<file path="src/rtl/cam_gen_pkg.sv">
// Shared types and helpers for the camera stream emulator.
// Latency: n/a (types, constants and a pure function only).
// Backpressure: n/a.
package cam_gen_pkg;

  localparam logic [1:0] MODE_SOLID   = 2'd0;
  localparam logic [1:0] MODE_VSTRIPE = 2'd1;
  localparam logic [1:0] MODE_HSTRIPE = 2'd2;
  localparam logic [1:0] MODE_CHECKER = 2'd3;

  typedef struct packed {
    logic [3:0] r;
    logic [3:0] g;
    logic [3:0] b;
  } rgb444_t;

  // Per-frame configuration, captured once at frame start.
  typedef struct packed {
    logic [1:0] mode;
    rgb444_t    a;
    rgb444_t    b;
  } cam_cfg_t;

  typedef enum logic {
    ST_IDLE  = 1'b0,
    ST_FRAME = 1'b1
  } cam_state_e;

  // OV7670 RGB444 wire order: first byte carries R, second carries G and B.
  function automatic logic [7:0] rgb444_byte(input rgb444_t color, input logic hi);
    return hi ? {4'h0, color.r} : {color.g, color.b};
  endfunction

endpackage

</file>
<file path="src/rtl/cam_pattern_px.sv">
// Test-pattern colour for one pixel position, chosen from two colours by mode.
// Latency: combinational.
// Backpressure: none.
module cam_pattern_px
  import cam_gen_pkg::*;
#(
  parameter int X_W      = 8,
  parameter int Y_W      = 8,
  parameter int STRIPE_W = 2,
  parameter int STRIPE_H = 2
) (
  input  logic [X_W-1:0] x,
  input  logic [Y_W-1:0] y,
  input  logic [1:0]     mode,
  input  rgb444_t        color_a,
  input  rgb444_t        color_b,
  output rgb444_t        px
);

  logic sx;
  logic sy;
  logic use_b;

  // Cell parity in x and y selects colour B according to the pattern mode.
  always_comb begin
    sx    = ((int'(x) / STRIPE_W) % 2) == 1;
    sy    = ((int'(y) / STRIPE_H) % 2) == 1;
    use_b = 1'b0;
    case (mode)
      MODE_SOLID:   use_b = 1'b0;
      MODE_VSTRIPE: use_b = sx;
      MODE_HSTRIPE: use_b = sy;
      default:      use_b = sx ^ sy;
    endcase
    px = use_b ? color_b : color_a;
  end

endmodule

</file>
<file path="src/rtl/cam_stream_gen.sv">
// OV7670-style camera emulator: pclk/vsync/href/RGB444 bytes with test patterns.
// Latency: outputs registered; they update only in the clk where CAM_pclk falls.
// Backpressure: none, free-running source; enable is honoured at frame boundaries.
module cam_stream_gen
  import cam_gen_pkg::*;
#(
  parameter int H_PIXELS      = 160,
  parameter int V_LINES       = 120,
  parameter int H_BLANK_BYTES = 4,
  parameter int V_BLANK_LINES = 4,
  parameter int VSYNC_LINES   = 2,
  parameter int PCLK_DIV      = 4,
  parameter int STRIPE_W      = 2,
  parameter int STRIPE_H      = 2
) (
  input  logic        clk,
  input  logic        rst,
  input  logic        enable,
  input  logic [1:0]  mode,
  input  logic [11:0] color_a,
  input  logic [11:0] color_b,
  output logic        CAM_pclk,
  output logic        CAM_vsync,
  output logic        CAM_href,
  output logic [7:0]  CAM_px_data,
  output logic        frame_done,
  output logic [7:0]  frame_cnt
);

  localparam int LINE_BYTES  = 2 * H_PIXELS + H_BLANK_BYTES;
  localparam int FRAME_LINES = V_BLANK_LINES + V_LINES;
  localparam int HALF_DIV    = PCLK_DIV / 2;
  localparam int BYTE_W      = (LINE_BYTES > 1) ? $clog2(LINE_BYTES) : 1;
  localparam int LINE_W      = (FRAME_LINES > 1) ? $clog2(FRAME_LINES) : 1;
  localparam int DIV_W       = (HALF_DIV > 1) ? $clog2(HALF_DIV) : 1;

  logic [DIV_W-1:0]  div_cnt;
  logic              div_last;
  logic              pclk_fall;

  cam_state_e        state, state_nxt;
  logic [BYTE_W-1:0] byte_cnt, byte_nxt;
  logic [LINE_W-1:0] line_cnt, line_nxt;
  cam_cfg_t          cfg, cfg_nxt, cfg_in;
  logic [7:0]        frame_cnt_nxt;
  logic              done_nxt;
  logic              vsync_nxt;
  logic              href_nxt;
  logic [7:0]        data_nxt;
  logic              last_byte;
  logic              last_line;
  rgb444_t           px;

  assign div_last  = (int'(div_cnt) == HALF_DIV - 1);
  // Every state transition is aligned to the falling edge so outputs are
  // settled a full half period before the capture side's rising edge.
  assign pclk_fall = div_last && CAM_pclk;
  assign last_byte = (int'(byte_cnt) == LINE_BYTES - 1);
  assign last_line = (int'(line_cnt) == FRAME_LINES - 1);
  assign cfg_in    = {mode, color_a, color_b};

  // Free-running pclk divider, low half first out of reset.
  always_ff @(posedge clk or negedge rst) begin
    if (!rst) begin
      div_cnt  <= '0;
      CAM_pclk <= 1'b0;
    end else if (div_last) begin
      div_cnt  <= '0;
      CAM_pclk <= ~CAM_pclk;
    end else begin
      div_cnt  <= div_cnt + 1'b1;
    end
  end

  // Pattern evaluated at the slot about to be presented, so the output bytes
  // register together with the counters.
  cam_pattern_px #(
    .X_W      (BYTE_W),
    .Y_W      (LINE_W),
    .STRIPE_W (STRIPE_W),
    .STRIPE_H (STRIPE_H)
  ) u_pattern (
    .x       (byte_nxt >> 1),
    .y       (line_nxt - LINE_W'(V_BLANK_LINES)),
    .mode    (cfg_nxt.mode),
    .color_a (cfg_nxt.a),
    .color_b (cfg_nxt.b),
    .px      (px)
  );

  // Next-state, slot counters, config capture and next output values.
  always_comb begin
    state_nxt     = state;
    byte_nxt      = byte_cnt;
    line_nxt      = line_cnt;
    cfg_nxt       = cfg;
    frame_cnt_nxt = frame_cnt;
    done_nxt      = 1'b0;
    if (pclk_fall) begin
      case (state)
        ST_IDLE: begin
          if (enable) begin
            state_nxt = ST_FRAME;
            byte_nxt  = '0;
            line_nxt  = '0;
            cfg_nxt   = cfg_in;
          end
        end
        ST_FRAME: begin
          if (last_byte) begin
            byte_nxt = '0;
            if (last_line) begin
              line_nxt      = '0;
              done_nxt      = 1'b1;
              frame_cnt_nxt = frame_cnt + 8'd1;
              if (enable) cfg_nxt = cfg_in;
              else        state_nxt = ST_IDLE;
            end else begin
              line_nxt = line_cnt + 1'b1;
            end
          end else begin
            byte_nxt = byte_cnt + 1'b1;
          end
        end
        default: state_nxt = ST_IDLE;
      endcase
    end
    vsync_nxt = (state_nxt == ST_FRAME) && (int'(line_nxt) < VSYNC_LINES);
    href_nxt  = (state_nxt == ST_FRAME) && (int'(line_nxt) >= V_BLANK_LINES)
                && (int'(byte_nxt) < 2 * H_PIXELS);
    data_nxt  = href_nxt ? rgb444_byte(px, ~byte_nxt[0]) : 8'h00;
  end

  // State, counters and registered camera outputs.
  always_ff @(posedge clk or negedge rst) begin
    if (!rst) begin
      state       <= ST_IDLE;
      byte_cnt    <= '0;
      line_cnt    <= '0;
      cfg         <= '0;
      frame_cnt   <= 8'd0;
      frame_done  <= 1'b0;
      CAM_vsync   <= 1'b0;
      CAM_href    <= 1'b0;
      CAM_px_data <= 8'h00;
    end else begin
      state       <= state_nxt;
      byte_cnt    <= byte_nxt;
      line_cnt    <= line_nxt;
      cfg         <= cfg_nxt;
      frame_cnt   <= frame_cnt_nxt;
      frame_done  <= done_nxt;
      CAM_vsync   <= vsync_nxt;
      CAM_href    <= href_nxt;
      CAM_px_data <= data_nxt;
    end
  end

endmodule

</file>
<file path="config.mk">
export PLATFORM = sky130hd
export DESIGN_NAME = cam_stream_gen
export DESIGN_NICKNAME = d
export VERILOG_FILES = /design/src/rtl/cam_gen_pkg.sv /design/src/rtl/cam_pattern_px.sv /design/src/rtl/cam_stream_gen.sv
export SDC_FILE = /design/constraint.sdc
export NUM_CORES = 1
export LEC_CHECK = 0
export ABC_AREA = 1
export ABC_CLOCK_PERIOD_IN_PS = 6150
export CORE_ASPECT_RATIO = 0.6
export CORE_MARGIN = 5
export CORE_UTILIZATION = 58
export DETAILED_ROUTE_END_ITERATION = 7
export PLACE_DENSITY = 0.85
export SETUP_SLACK_MARGIN = 0.1
export SYNTH_ARGS = -nofsm -noshare
export SYNTH_HDL_FRONTEND = slang
export SYNTH_SLANG_ARGS = --single-unit
</file>
<file path="constraint.sdc">
create_clock -name clk -period 6.15 [get_ports clk]
set_input_delay 1.23 -clock clk [delete_from_list [all_inputs] [get_ports clk]]
set_output_delay 1.23 -clock clk [all_outputs]
set_load 0.03 [all_outputs]
</file>
==> metrics.md <==
| Metric | Value |
|---|---|
| HPWL Detailed | `around 5300 um` |
| Worst-Skew Late Latency | `340 ps` |
| Worst Max-Slew Pin Slew | `793 ps` |
| Final hold violations | `0` |
| Clock power share | `0.394` |
| Period utilization | `0.529` |
| Diode count | `0` |
| First-pass GRT wire length | `about 13000 um` |
| FILL cells | `400` |
| Net count after synthesis | `between 400 and 500` |
| Final instance area | `around 4000 um^2` |
| Initial Util | `0.615` |
| Core area | `around 5200 um^2` |
| RSZ-0062 raised after global routing | `false` |
| Num ports | `49` |
| Leakage Power | `0.00201 uW` |
| Final Wtd Congestion | `~0.95` |
| Total Nets Final | `460` |
| Fmax | `a little over 0.3 GHz` |
| Row cnt | `20` |
| # DRC | `0` |
| CP endpoint kind | `flip-flop` |
| Commonest cells post-synth | `nand2_1, dfrtp_1, inv_1, nand3_1, nor2_1` |
| Via/cell ratio | `5.27` |
| Die height | `between 60 and 70 um` |
| Share of cells above drive strength 1 | `0.129` |
| Fin Clk Skew | `approximately 8.6 ps` |
| EDFF count, synth | `0` |
| Gr usage total | `0.230` |
| PD cells | `~250 nW/um^2` |
| Area after DPL | `between 3000 and 4000 um^2` |
| CP Class | `in2reg` |
| Drt pass-1 iters | `5` |
| Largest net degree at the start of global routing | `between 60 and 70` |
| Initial DRC count | `about 180` |
| # clock sinks | `64` |
| Clk pin slew, worst setup/hold paths | `about 70 ps` |
| Root buffer cell | `clkbuf_8` |
| Largest cells by area after synthesis | `dfrtp_1, nand2_1, nand3_1` |
| Synth top area share | `0.501` |
| Synth cell types | `32` |
| Synth Flop Type | `dfrtp_1` |
| Total CTS buffers | `9` |
| Drt total wl | `between 7000 and 8000 um` |
| Seq/Total Area, Yosys | `0.501` |
| Vias | `between 2k and 3k` |
| Initial antenna violation count | `0` |
| Final Util | `0.754` |
| Critical path data required time | `around 6400 ps` |
| PostCTS Resize Cnt | `0` |
| Setup TNS | `0 ps` |
| Slew HR | `0.471` |
| Maxcap violations | `0` |
| Slew Limit Fails | `0` |
| Number of global-route vias before repair | `about 2.6k` |
| Grt ovf | `0` |
| Clk buf depth | `2` |
| Post-Syn Instances | `roughly 370` |
| PnR Total Power | `973 uW` |
| Number of buffers inserted by port buffering | `48` |
| Layout area overhead | `22.7%` |
| #FFs+latches synth | `64` |
| Top cell type by total area after synthesis | `dfrtp_1` |
| Die width | `106 um` |
| P_int | `around 710 uW` |
| CTS tree | `yes` |
| Combinational power share | `0.142` |
| Final Setup Violations | `0` |
| Die ar. | `a little over 7000 um^2` |
| WL per Instance | `approximately 15 um` |
| Post-CTS Hold Buffers | `0` |
| H-tree depth | `3` |
| Worst Path Arrival | `3520 ps` |
| Hold WC Path Type | `reg2reg` |
| Post-layout min period | `3250 ps` |
| Synth async-reset ratio | `1.00` |
| Sw Share | `0.268` |
| ANT nets after route | `0` |
| Cell Area, Synth | `3200 um^2` |
| Most instantiated library cell after synthesis | `nand2_1` |
| Seq pwr share | `0.464` |
| Synth warnings | `0` |
| Sw power | `about 260 uW` |
| Syn Area/Cell | `around 8.6 um^2` |
| Worst-path fanout max | `17` |
| Setup bufs post-CTS | `0` |
| Critical Path Source Type | `primary input` |
| Maximum vdd drop | `around 170 uV` |
| Outcome | `finished, final reports clean` |
==> power groups by stage <==
stage / Combinational [uW] / Sequential (uW) / Clock (uW)
after floorplan: 69.8 / 472 / 0
after global routing: 151 / 453 / 411
final: 138 / 452 / 384
after CTS: 138 / 451 / 390
after detailed placement: 137 / 460 / 0
after global placement: 133 / 459 / 0
==> worst max-delay path, stage by stage <==
cell and delay [ps]:
clkdlybuf4s50_1 450, inv_1 60, nor2_4 400, nor2_4 110
inv_4 140, nor2_1 60, a31oi_1 240, nand2_1 100
a21oi_1 150, nand2_1 120, inv_1 130, nand2_1 150
nor2_1 170
==> routing by layer <==
layer  vias up  wire, um  GRT usage
li1       1289         -          -
met1      1203      3280      0.317
met2       122      3220      0.346
met3        18       623     0.0678
met4         0       127     0.0953
met5         -         0          0
==> final cells by class <==
cell class | instances | area (um^2) | share of cell area
Inverter | 54 | 205 | 0.0523
Clock buffer | 12 | 165 | 0.0421
Timing Repair Buffer | 49 | 483 | 0.123
Sequential cell | 64 | 1600 | 0.408
Clock inverter | 4 | 51.3 | 0.0131
Tap cell | 66 | 82.6 | 0.0210
Multi-Input combinational cell | 250 | 1340 | 0.340
==> path summary, 6_finish.rpt <==
kind | start | end | slack, ps | cells after the start
min in group asynchronous | rst | byte_cnt[5] | 1040 | 2
max in group asynchronous | rst | line_cnt[2] | 4580 | 2
hold reg to reg | cfg[0] | cfg[0] | 470 | 2
setup reg to reg | byte_cnt[0] | CAM_px_data[1] | 3450 | 17
setup / recovery | enable | CAM_px_data[5] | 2900 | 13
hold / removal | cfg[0] | cfg[0] | 470 | 2
==> metrics by stage <==
step / setup WS [ps] / hold slack, ps / instances
CTS: 2930 / 477 / 499
global placement: 2700 / 453 / 483
detailed placement: 2640 / 460 / 483
global route: 2650 / 491 / 499
floorplan: 3560 / 436 / 374
finish: 2900 / 471 / 499
==> registers in the layout, indices dropped and copies added, names as in the netlist, 7 cells and up <==
register	flops
frame_cnt	8
line_cnt	7
byte_cnt	9
CAM_px_data	8
cfg	26
==> layout by cell type, fill, tap and decap left out, types with 2 or more instances in the layout <==
cell / instances
o22ai_1: 3
inv_2: 4
nand2_2: 7
o21ai_1: 5
clkdlybuf4s50_1: 47
nor2_2: 3
nand2_4: 7
nand3_2: 2
mux2_2: 7
xnor2_1: 4
nor3_1: 7
nor2_1: 38
dfrtp_1: 64
nor2_4: 5
nand4_1: 3
o21ai_0: 10
clkbuf_8: 12
xor2_1: 8
nand3_1: 40
inv_1: 49
ha_1: 3
nand2_1: 91
==> cell families after synthesis <==
| family | Yosys count | share of synthesized area |
|---|---|---|
| buffers and inverters | 60 | 0.0817 |
| muxes | 7 | 0.0246 |
| and+or+nand+nor | 205 | 0.307 |
| AOI/OAI and AO/OA | 23 | 0.0411 |
| xor gates and xnor gates | 12 | 0.0329 |
| DFF | 64 | 0.501 |
| adders and majority gates | 3 | 0.0117 |
No activity file was read; power rests on OpenSTA's default activity.
